`config.mk`:
```
export PLATFORM = sky130hd
export DESIGN_NAME = writeback_arbiter
export DESIGN_NICKNAME = d
export VERILOG_FILES = /design/src/rtl/writeback_arbiter_pkg.sv /design/src/rtl/wb_skid_fifo.sv /design/src/rtl/writeback_arbiter.sv
export SDC_FILE = /design/constraint.sdc
export NUM_CORES = 1
export LEC_CHECK = 0
export CORE_ASPECT_RATIO = 0.9
export CORE_UTILIZATION = 44
export CTS_CLUSTER_DIAMETER = 150
export DETAILED_ROUTE_END_ITERATION = 8
export GPL_ROUTABILITY_DRIVEN = 1
export PLACE_DENSITY_LB_ADDON = 0.1
export SYNTH_ARGS = -nofsm -noshare
export SYNTH_HDL_FRONTEND = slang
export SYNTH_HIERARCHICAL = 1
export SYNTH_SLANG_ARGS = --single-unit
```
`constraint.sdc`:
```
create_clock -name iClk -period 2.9 [get_ports iClk]
set_clock_uncertainty 0.1 [all_clocks]
set_input_delay 0.87 -clock iClk [delete_from_list [all_inputs] [get_ports iClk]]
set_output_delay 0.87 -clock iClk [all_outputs]
set_load 0.02 [all_outputs]
```
`src/rtl/writeback_arbiter_pkg.sv`:
```
// Shared definitions for the write-back arbiter: default widths, the
// buffered EXU entry layout and the grant-source encoding.
package writeback_arbiter_pkg;

    localparam int WB_DATA_W       = 32;
    localparam int WB_ADDR_W       = 5;
    localparam int WB_STARVE_LIMIT = 4;

    // One buffered EXU write-back at the default widths.
    typedef struct packed {
        logic [WB_ADDR_W-1:0] addr;
        logic [WB_DATA_W-1:0] data;
        logic                 ret;
    } wbEntry_t;

    // Which requester owns the register-file write port this cycle.
    typedef enum logic [1:0] {
        GNT_NONE = 2'd0,
        GNT_LD   = 2'd1,
        GNT_EX   = 2'd2
    } gntSrc_e;

endpackage

```
`src/rtl/wb_skid_fifo.sv`:
```
// Two-entry FIFO holding EXU write-back entries until the arbiter grants them.
// Full/empty are decoded from registered occupancy only; a push while full is
// dropped even if a pop happens in the same cycle.
module wb_skid_fifo #(
    parameter int WIDTH = 38
) (
    input  logic             iClk,
    input  logic             iRst_n,
    input  logic             iPush,
    input  logic [WIDTH-1:0] iData,
    input  logic             iPop,
    output logic [WIDTH-1:0] oHead,
    output logic             oFull,
    output logic             oEmpty
);

    logic [WIDTH-1:0] mem_r [2];
    logic             wrPtr_r;
    logic             rdPtr_r;
    logic [1:0]       count_r;
    logic             pushOk_s;
    logic             popOk_s;

    assign oFull    = (count_r == 2'd2);
    assign oEmpty   = (count_r == 2'd0);
    assign pushOk_s = iPush && !oFull;
    assign popOk_s  = iPop && !oEmpty;
    assign oHead    = mem_r[rdPtr_r];

    // Storage, pointers and occupancy; reset flushes all buffered entries.
    always_ff @(posedge iClk) begin
        if (!iRst_n) begin
            mem_r[0] <= {WIDTH{1'b0}};
            mem_r[1] <= {WIDTH{1'b0}};
            wrPtr_r  <= 1'b0;
            rdPtr_r  <= 1'b0;
            count_r  <= 2'd0;
        end else begin
            if (pushOk_s) begin
                mem_r[wrPtr_r] <= iData;
                wrPtr_r        <= ~wrPtr_r;
            end
            if (popOk_s) begin
                rdPtr_r <= ~rdPtr_r;
            end
            count_r <= count_r + {1'b0, pushOk_s} - {1'b0, popOk_s};
        end
    end

endmodule

```
`src/rtl/writeback_arbiter.sv`:
```
// Register-file write-back arbiter between an unbuffered load port and a
// buffered EXU port, with an anti-starvation counter protecting EXU entries.
// Optional feature: define WB_ARB_RETINC_EN to write data+1 for EXU entries
// flagged as return-address commands.
module writeback_arbiter
    import writeback_arbiter_pkg::*;
#(
    parameter int DATA_W       = WB_DATA_W,
    parameter int ADDR_W       = WB_ADDR_W,
    parameter int STARVE_LIMIT = WB_STARVE_LIMIT
) (
    input  logic              iClk,
    input  logic              iRst_n,
    input  logic              iLdValid,
    input  logic [ADDR_W-1:0] iLdAddr,
    input  logic [DATA_W-1:0] iLdData,
    output logic              oLdReady,
    input  logic              iExValid,
    input  logic [ADDR_W-1:0] iExAddr,
    input  logic [DATA_W-1:0] iExData,
    input  logic              iExRet,
    output logic              oExReady,
    output logic              oWrEn,
    output logic [ADDR_W-1:0] oWrAddr,
    output logic [DATA_W-1:0] oWrData
);

`ifdef WB_ARB_RETINC_EN
    localparam int RET_W = 1;
`else
    localparam int RET_W = 0;
`endif
    localparam int ENT_W = ADDR_W + DATA_W + RET_W;
    localparam int CNT_W = $clog2(STARVE_LIMIT + 1);
    localparam logic [CNT_W-1:0] LIMIT_C = CNT_W'(STARVE_LIMIT);

    gntSrc_e           gnt_s;
    logic [CNT_W-1:0]  starve_r;
    logic              fifoFull_s;
    logic              fifoEmpty_s;
    logic              exPush_s;
    logic [ENT_W-1:0]  pushEntry_s;
    logic [ENT_W-1:0]  fifoHead_s;
    logic [ADDR_W-1:0] headAddr_s;
    logic [DATA_W-1:0] headData_s;
    logic [DATA_W-1:0] wrDataEx_s;

    assign oExReady   = !fifoFull_s;
    assign exPush_s   = iExValid && !fifoFull_s;
    assign headAddr_s = fifoHead_s[ENT_W-1 -: ADDR_W];
    assign headData_s = fifoHead_s[ENT_W-ADDR_W-1 -: DATA_W];

`ifdef WB_ARB_RETINC_EN
    logic headRet_s;
    assign pushEntry_s = {iExAddr, iExData, iExRet};
    assign headRet_s   = fifoHead_s[0];
    assign wrDataEx_s  = headData_s + {{(DATA_W-1){1'b0}}, headRet_s};
`else
    logic unusedRet_s;
    assign unusedRet_s = iExRet;
    assign pushEntry_s = {iExAddr, iExData};
    assign wrDataEx_s  = headData_s;
`endif

    wb_skid_fifo #(
        .WIDTH (ENT_W)
    ) uFifo (
        .iClk   (iClk),
        .iRst_n (iRst_n),
        .iPush  (exPush_s),
        .iData  (pushEntry_s),
        .iPop   (gnt_s == GNT_EX),
        .oHead  (fifoHead_s),
        .oFull  (fifoFull_s),
        .oEmpty (fifoEmpty_s)
    );

    // Single grant per cycle: a starved EXU entry beats loads, otherwise loads win.
    always_comb begin
        gnt_s    = GNT_NONE;
        oLdReady = 1'b0;
        if (!fifoEmpty_s && (starve_r == LIMIT_C)) begin
            gnt_s = GNT_EX;
        end else if (iLdValid) begin
            gnt_s    = GNT_LD;
            oLdReady = 1'b1;
        end else if (!fifoEmpty_s) begin
            gnt_s = GNT_EX;
        end else begin
            gnt_s = GNT_NONE;
        end
    end

    // Count load grants that overtake a waiting EXU entry, saturating at the limit.
    always_ff @(posedge iClk) begin
        if (!iRst_n) begin
            starve_r <= {CNT_W{1'b0}};
        end else if (fifoEmpty_s || (gnt_s == GNT_EX)) begin
            starve_r <= {CNT_W{1'b0}};
        end else if ((gnt_s == GNT_LD) && (starve_r != LIMIT_C)) begin
            starve_r <= starve_r + {{(CNT_W-1){1'b0}}, 1'b1};
        end else begin
            starve_r <= starve_r;
        end
    end

    // Register the granted entry onto the write port; address 0 never writes.
    always_ff @(posedge iClk) begin
        if (!iRst_n) begin
            oWrEn   <= 1'b0;
            oWrAddr <= {ADDR_W{1'b0}};
            oWrData <= {DATA_W{1'b0}};
        end else begin
            case (gnt_s)
                GNT_LD: begin
                    oWrEn   <= (iLdAddr != {ADDR_W{1'b0}});
                    oWrAddr <= iLdAddr;
                    oWrData <= iLdData;
                end
                GNT_EX: begin
                    oWrEn   <= (headAddr_s != {ADDR_W{1'b0}});
                    oWrAddr <= headAddr_s;
                    oWrData <= wrDataEx_s;
                end
                default: begin
                    oWrEn <= 1'b0;
                end
            endcase
        end
    end

endmodule

```
==> metrics.txt <==
largest voltage drop on the vdd net=0.487 mV; number of synthesized flops with an enable pin=74; Hold Path Depth=2; Final Hold Slack=418 ps; R2R Path Start=starve_r[0]; Crit path largest cell delay=around 480 ps; worst relative slew slack=54.6%; # setup viols final=0; DRT antenna net count=0; number of warnings reported in the yosys synthesis log=6; logic depth of the worst register-to-register path=10; setup total negative slack=0 ps; commonest non-fill, non-tap cells in the layout=clkdlybuf4s50_1, nor2_1, nand2_1, edfxtp_1, dfxtp_1; number of vias after detailed routing=3924; count of pins on the block boundary=119; capturing element type of the critical path=output port; DRC violations left=0; largest fanout of any net on the critical path=2; most frequent standard cell in the layout excluding fill and tap cells=clkdlybuf4s50_1; violation count after the first detailed-routing iteration=249; post-CTS setup buffers=0; via count of the first global-routing pass=4023; routability-driven placement congestion ratio=0.720; fraction of post-synthesis cell area in the top cell type by area=40.7%; Starting Density=45.2%; power per unit of standard cell area=approximately 830 nW/um2; global routing usage summed across all routing layers=19.5%; sequential area share after synthesis=57.5%; CP Launch Type=input port; proportion of layout cells with a drive suffix above 1=14.7%; clock transition at the registers of the reported paths=around 50 ps; CTS H-tree depth=4; Filler cells=1012; share of the cycle needed by the critical path after routing=a little over nine tenths; data required time at the worst endpoint=between 1500 and 2000 ps; Net Count, Synth=587; net count reported at finish=707; Std-Cell Rows=38; Mapped Cells=between 500 and 600; Final min period=2840 ps; Async SR Flop Fraction=0%; clock insertion delay at the later pin of the skew report=400 ps; register bit count reported by yosys=120; die area=approximately 13000 um2; Sinks on Clock Net=120; pin count of the biggest net entering global routing=42; leakage power summed over all cells=2.80 nW; synth top area cells=edfxtp_1, dfxtp_1, mux2_2; number of buffers inserted during clock tree synthesis=17; master of the slowest instance on the critical path=clkdlybuf4s50_1; DP Wirelength=approximately 7500 um; Worst Path Class, Setup=input port to output port; clock tree from TritonCTS=done; detailed-route vias per instance=4.94; Chip Height=108 um; count of input and output buffers=117; arrival time at the worst endpoint=1870 ps; grt ovf=0; syn avg cell area=10.9 um2; max_cap viols=0; final core utilization=61.5%; Tightest Hold Check Type=register to register; Fin. Hold Viols=0; Slew Viols, Final=0; primary flip-flop cell chosen by synthesis mapping=edfxtp_1; cells along the critical path=clkdlybuf4s50_1 -> o21ai_0 -> inv_1 -> clkdlybuf4s15_1; status=completed; slack of the worst reg-to-reg path=390 ps; first-pass GRT wire length=19100 um; Inserted Diodes=0; Max Root-Sink Buffers=2; highest clock rate=352 MHz; leading area contributor after synthesis=edfxtp_1; Routed Wire Length=11800 um; Worst Max-Slew Pin Slew=681 ps; length of the first detailed-routing pass in iterations=5; CTS Root Cell=clkbuf_16; WHS Endpoint=uFifo/wrPtr_r; mapped cell area=5460 um2; initial antenna violation count=0; Synth cell types=30; Core Region=between 10000 and 15000 um2; setup repair after global routing missed its margin=false; area growth from synthesis to final layout=35.9%; routed wirelength normalized by instance count=14.9 um; worst flop-to-flop path endpoint=oWrAddr[2]; die outline width=119 um; Worst Hold Launch=uFifo/wrPtr_r
==> Yosys cell counts, types with 9 or more instances <==
| library cell | number |
|---|---|
| buf_2 | 13 |
| and2_1 | 39 |
| dfxtp_1 | 46 |
| nor2_1 | 78 |
| edfxtp_1 | 74 |
| clkbuf_1 | 14 |
| nand2_1 | 79 |
| o21ai_0 | 9 |
| mux2i_1 | 38 |
| o21ai_1 | 32 |
| mux2_2 | 37 |
==> cell families after synthesis <==
| group | share of synthesized area, % |
|---|---|
| adder cells (fa/ha/maj) | 1.60 |
| AO/OA/AOI/OAI | 4.49 |
| XOR/XNOR | 0.641 |
| multiplexers | 14.6 |
| flip-flops | 57.5 |
| AND/OR/NAND/NOR | 16.7 |
| buffers and inverters | 4.42 |
==> power by group <==
| group | internal (mW) | switching, mW |
|---|---|---|
| logic | 0.825 | 0.913 |
| clock network | 1.41 | 0.697 |
| registers | 2.21 | 0.125 |
| total | 4.45 | 1.74 |
==> routing by layer <==
layer	global-route usage (%)	routed length [um]
met4	6.52	112
met3	5.08	563
met2	33.8	5840
met5	0	0
met1	23.4	5320
==> worst max-delay path by stage <==
stage,start,end,slack [ps],depth (start not counted)
floorplan,iExValid,uFifo/mem_r[1][0],110,5
global placement,iLdValid,oLdReady,-240,4
detailed placement,iLdValid,oLdReady,-250,4
CTS,iLdValid,oLdReady,20,4
global route,iLdValid,oLdReady,2,4
finish,iLdValid,oLdReady,60,4
==> cell type report <==
class,count,area (um2),area share [%]
sequential,120,3140,42.3
clock buffer,23,478,6.44
timing repair buffer,134,1360,18.3
tap,160,200,2.70
multi-input combinational,340,2090,28.2
clock inverter,9,123,1.65
inverter,8,30.0,0.404
==> flip-flops by register name, summed over array words and instances, names as in the netlist, named ones only <==
register / flops
uFifo/wrPtr_r: 1
oWrData: 32
uFifo/rdPtr_r: 1
oWrAddr: 5
starve_r: 3
uFifo/mem_r: 74
oWrEn: 1
uFifo/count_r: 2
==> metrics by stage <==
step / power, mW / setup WS (ps) / instances / cell area, um2
finish: 6.18 / 61.9 / 794 / 7420
global route: 6.50 / 2.15 / 794 / 7420
CTS: 6.25 / 15.2 / 794 / 7420
detailed placement: 4.12 / -246 / 762 / 6820
global placement: 4.07 / -237 / 762 / 6820
floorplan: 3.48 / 112 / 501 / 5470
==> critical path, delay by kind of cell <==
family                 cells  cell delay (ps)
AO/OA/AOI/OAI              1              110
buffers and inverters      3              880
==> what timing repair did <==
item,in CTS,in global routing
endpoints found under the setup margin,1,1
hold buffers,0,0
resized for setup,1,1
No activity file was read; power rests on OpenSTA's default activity.
==> edit 1: new RTL, same flow settings <==
The package constant `WB_ADDR_W` goes from 5 to 4.
--- a/src/rtl/writeback_arbiter_pkg.sv
+++ b/src/rtl/writeback_arbiter_pkg.sv
@@ -3,7 +3,7 @@
 package writeback_arbiter_pkg;
 
     localparam int WB_DATA_W       = 32;
-    localparam int WB_ADDR_W       = 5;
+    localparam int WB_ADDR_W       = 4;
     localparam int WB_STARVE_LIMIT = 4;
 
     // One buffered EXU write-back at the default widths.
Ports: changed (resized iExAddr, iLdAddr and oWrAddr); port bits go from 119 to 116. The function was not compared with the original's and may differ.
==> edit 1 against the unedited design <==
  * Global-route usage fell by 0.52 points
  * Worst setup slack improved by 0.024 ns
  * Total power rose by 0.94%
  * Sequential cell count fell by 3
  * Routed wire length down 0.85%
  * Cell area rose by 1.6%
  * Synthesized area increased by 3.1%
  * Critical path depth shrank 1
  * Critical path type unchanged
==> edit 1: results (changes against the unedited design) <==
- Mean Syn Cell Area: 12.5 um^2 (+14%)
- Met2 WL post-DR: 5760 um (-1.4%)
- First-pass GRT wire length: 18700 um (-2.5%)
- Wl on met1: 5180 um (-2.5%)
- Post-Layout Cell Count: 747 (-5.9%)
- Fin crit period: 2.81 ns (-0.0237 ns)
- Mux cell area share after synthesis: 0.172 (+0.0260)
- VDD IR max: 0.000467 V (-4.1%)
- Leading post-synthesis cells by cell area: edfxtp_1 38%, dfxtp_1 16%, mux2_4 9.6%
- Placed cells: 715 (-6.2%)
- Leakage: 0.00325 uW (+16%)
- Largest net degree at the start of global routing: 48 (+14%)
- Reg2reg setup slack: 0.61 ns (+0.22 ns)
- Post-place setup slack: -0.205 ns (+0.0409 ns)
- R2R depth: 12 (+2)
- Worst Max-Slew Pin Slew: 0.460 ns (-0.221 ns)
- Reg2reg end: uFifo/count_r[1]
- Vias in the first global route: 3826 (-4.9%)
- WP data arrival: 1.84 ns (-0.03 ns)
- Met3 routed WL: 665 um (+18%)
- Synth Net Count: 535 (-8.9%)
- Outcome: completed
- Vias: 3730 (-4.9%)
- Placer Congestion: 0.733 (+1.7%)
- Sequential share of the synthesized area: 0.544 (-0.0316)
- XOR/XNOR share of the synthesized area: 0.00466 (-0.00175)
-- edit 1: cell count changes in the layout (fill, tap and decap cells not counted), moves of 4 or more --
cell / unedited run / this run
and2_1: 39 / 2
clkbuf_1: 3 / 7
mux2_4: 0 / 36
mux2i_1: 38 / 0
nand2_1: 77 / 38
nand2b_1: 1 / 10
nor2_1: 78 / 73
o211a_1: 0 / 36
o21ai_0: 9 / 2
o21ai_1: 32 / 0
or2b_1: 0 / 28
-- edit 1: stage by stage --
step | hold slack, ns | setup TNS, ns
5_1_grt | 0.473 | 0
3_5_place_dp | 0.402 | -0.290
4_1_cts | 0.435 | 0
3_3_place_gp | 0.400 | -0.229
2_1_floorplan | 0.366 | 0
6_report | 0.431 | 0
-- edit 1: layer usage --
metal / track usage / vias up
met3: 0.0571 / 11
met2: 0.325 / 94
met4: 0.0644 / 0
met5: 0 / -
li1: - / 1835
met1: 0.227 / 1790
-- edit 1: cell type report --
cell class | instances | area share
flip-flops and latches | 117 | 0.406
multi-input cells | 296 | 0.309
repair buffers | 136 | 0.184
clock buffers | 29 | 0.0690
well taps | 160 | 0.0265
inverters | 6 | 0.00299
clock inverters | 3 | 0.00232
-- edit 1: worst min-delay path by stage --
stage / start / endpoint / slack [ns]
6_report: uFifo/rdPtr_r / register / 0.43
5_1_grt: uFifo/wrPtr_r / uFifo/wrPtr_r / 0.47
4_1_cts: uFifo/wrPtr_r / uFifo/wrPtr_r / 0.43
3_5_place_dp: uFifo/wrPtr_r / uFifo/wrPtr_r / 0.40
3_3_place_gp: uFifo/wrPtr_r / uFifo/wrPtr_r / 0.40
2_1_floorplan: uFifo/wrPtr_r / uFifo/wrPtr_r / 0.37
==> edit 2: new RTL, same settings <==
Made on the original files. Make the reset (`iRst_n`) asynchronous in 3 clocked blocks.
--- a/src/rtl/wb_skid_fifo.sv
+++ b/src/rtl/wb_skid_fifo.sv
@@ -28,7 +28,7 @@
     assign oHead    = mem_r[rdPtr_r];
 
     // Storage, pointers and occupancy; reset flushes all buffered entries.
-    always_ff @(posedge iClk) begin
+    always_ff @(posedge iClk or negedge iRst_n) begin
         if (!iRst_n) begin
             mem_r[0] <= {WIDTH{1'b0}};
             mem_r[1] <= {WIDTH{1'b0}};
--- a/src/rtl/writeback_arbiter.sv
+++ b/src/rtl/writeback_arbiter.sv
@@ -92,7 +92,7 @@
     end
 
     // Count load grants that overtake a waiting EXU entry, saturating at the limit.
-    always_ff @(posedge iClk) begin
+    always_ff @(posedge iClk or negedge iRst_n) begin
         if (!iRst_n) begin
             starve_r <= {CNT_W{1'b0}};
         end else if (fifoEmpty_s || (gnt_s == GNT_EX)) begin
@@ -105,7 +105,7 @@
     end
 
     // Register the granted entry onto the write port; address 0 never writes.
-    always_ff @(posedge iClk) begin
+    always_ff @(posedge iClk or negedge iRst_n) begin
         if (!iRst_n) begin
             oWrEn   <= 1'b0;
             oWrAddr <= {ADDR_W{1'b0}};
Check against the original RTL: differs if iRst_n is asserted again (counterexample within 4 cycles, from zero or initial values and one cycle with iRst_n low); with iRst_n held inactive, the same outputs for 4 cycles.
==> edit 2 against the unedited design <==
  * First-iteration DRC count shrank 49%
  * Maximum frequency up 0.47%
  * Worst setup slack better by 0.013 ns
  * Largest cell class unchanged
  * Non-clock buffer count unchanged
  * Cell area increased by 0.37%
  * Cell count fell by 11%
  * Synthesized area increased by 2.5%
  * Routed wire length grew 0.63%
  * Sequential cell count fell by 1
  * Critical path type unchanged
  * Sequential share of layout area shrank 2.4 points
Power is not compared: it rests on default switching activity, and its combinational part moved more than twofold at a synthesized area within 25%.
==> edit 2: results (changes against the unedited design) <==
- Leakage: 0.00316 uW
- I/O Buffers: 117 (unchanged)
- Hold_ws: 0.344 ns (-0.0734 ns)
- Vias in the first global route: 3873 (-3.7%)
- VDD IR max: 0.000544 V
- Grt met1 use: 0.254 (+0.0197)
- Wl on met1: 5440 um (+2.3%)
- Met3 routed WL: 681 um (+21%)
- Placer Congestion: 0.710 (-1.4%)
- Detailed Route Iter0 Violations: 127 (-49%)
- Setup crit start: iLdValid
- Mean Syn Cell Area: 13.7 um^2 (+26%)
- Synth Flop Type: dfrtp_1
- Met2 WL post-DR: 5690 um (-2.6%)
- Synth unique cells: 28 (-6.7%)
- Fin crit share: 0.974 (-0.00457)
- Post-place setup slack: -0.224 ns (+0.0223 ns)
- Max Root-Sink Buffers: 2 (unchanged)
- Total GRT Usage: 0.199 (+0.00451)
- XOR/XNOR share of the synthesized area: 0.00782 (+0.00141)
- Reg2reg setup slack: 0.56 ns (+0.17 ns)
- Worst r2r src: starve_r[1]
- Slew Limit Headroom: 0.636 (+0.0896)
- First-pass GRT wire length: 19700 um (+3.1%)
- Placed cells: 677 (-11%)
- Synth Net Count: 494 (-16%)
- Met2 Use GR: 0.322 (-0.0153)
- Routed len/inst: 16.8 um (+13%)
- First-pass detailed-route iteration total: 4 (-1)
- Mux cell area share after synthesis: 0.311 (+0.166)
- WP data arrival: 1.85 ns (-0.02 ns)
- Global-route met3 utilization: 0.0649 (+0.0140)
- Cell Area, Placed: 6950 um^2 (+1.9%)
- Layout cell share with drive strength beyond 1: 0.293 (+0.146)
- Synth top cells by count: 119 x dfrtp_1, 81 x mux2_2, 40 x nand2_1
- Hpwl dp: 7780 um (+4.3%)
- Routed wire length: 11900 um (+0.63%)
- Outcome: completed
- CTS Hold Bufs: 0 (unchanged)
- Leading post-synthesis cells by cell area: dfrtp_1 53%, mux2_2 16%, mux2_4 8.0%
- Fraction of registers with async set/reset: 1.00 (+1.00)
- Post-DR vias/cell: 5.01 (+1.4%)
- Post-synthesis adder-cell area fraction: 0.0156 (-0.000384)
- Synth Area in Compound Gates: 0.0458 (+0.000938)
- Top flop regs: uFifo/mem_r x74, oWrData x32, oWrAddr x5
- Sequential share of the synthesized area: 0.532 (-0.0433)
- Count of nets after finishing: 622 (-12%)
- Largest net degree at the start of global routing: 59 (+40%)
- # fillers: 989 (-2.3%)
- Hold Path Class: in2async
- # DRC: 0 (unchanged)
- Clock Tree Root: clkbuf_16
## edit 2: path summary, 6_finish.rpt
kind / to / cells past startpoint
setup / recovery: oLdReady / 4
hold / removal: uFifo/mem_r[38] / 1
setup reg to reg: uFifo/count_r[1] / 12
hold reg to reg: oWrData[22] / 2
max in group asynchronous: oWrData[29] / 2
min in group iClk: oWrData[22] / 2
## edit 2: critical path, stage by stage
cell,delay (ns)
clkdlybuf4s50_1,0.48
o21ai_1,0.09
inv_1,0.09
dlygate4sd2_1,0.33
## edit 2: area by class of cell
class	instances	area, um^2	share of cell area
tap	160	200	0.0269
sequential	119	2980	0.400
clock inverter	5	25.0	0.00336
inverter	7	26.3	0.00353
multi-input combinational	257	2360	0.317
clock buffer	25	475	0.0638
timing repair buffer	134	1380	0.186
## edit 2: timing repair
item	CTS	global route
setup endpoints to repair	1	1
resized for setup	1	1
pin swaps	0	0
cloned	0	0
## edit 2: power by group
part	internal, uW	switching [uW]
sequential	2510	484
combinational	2040	1500
clock	1120	687
total	5670	2670
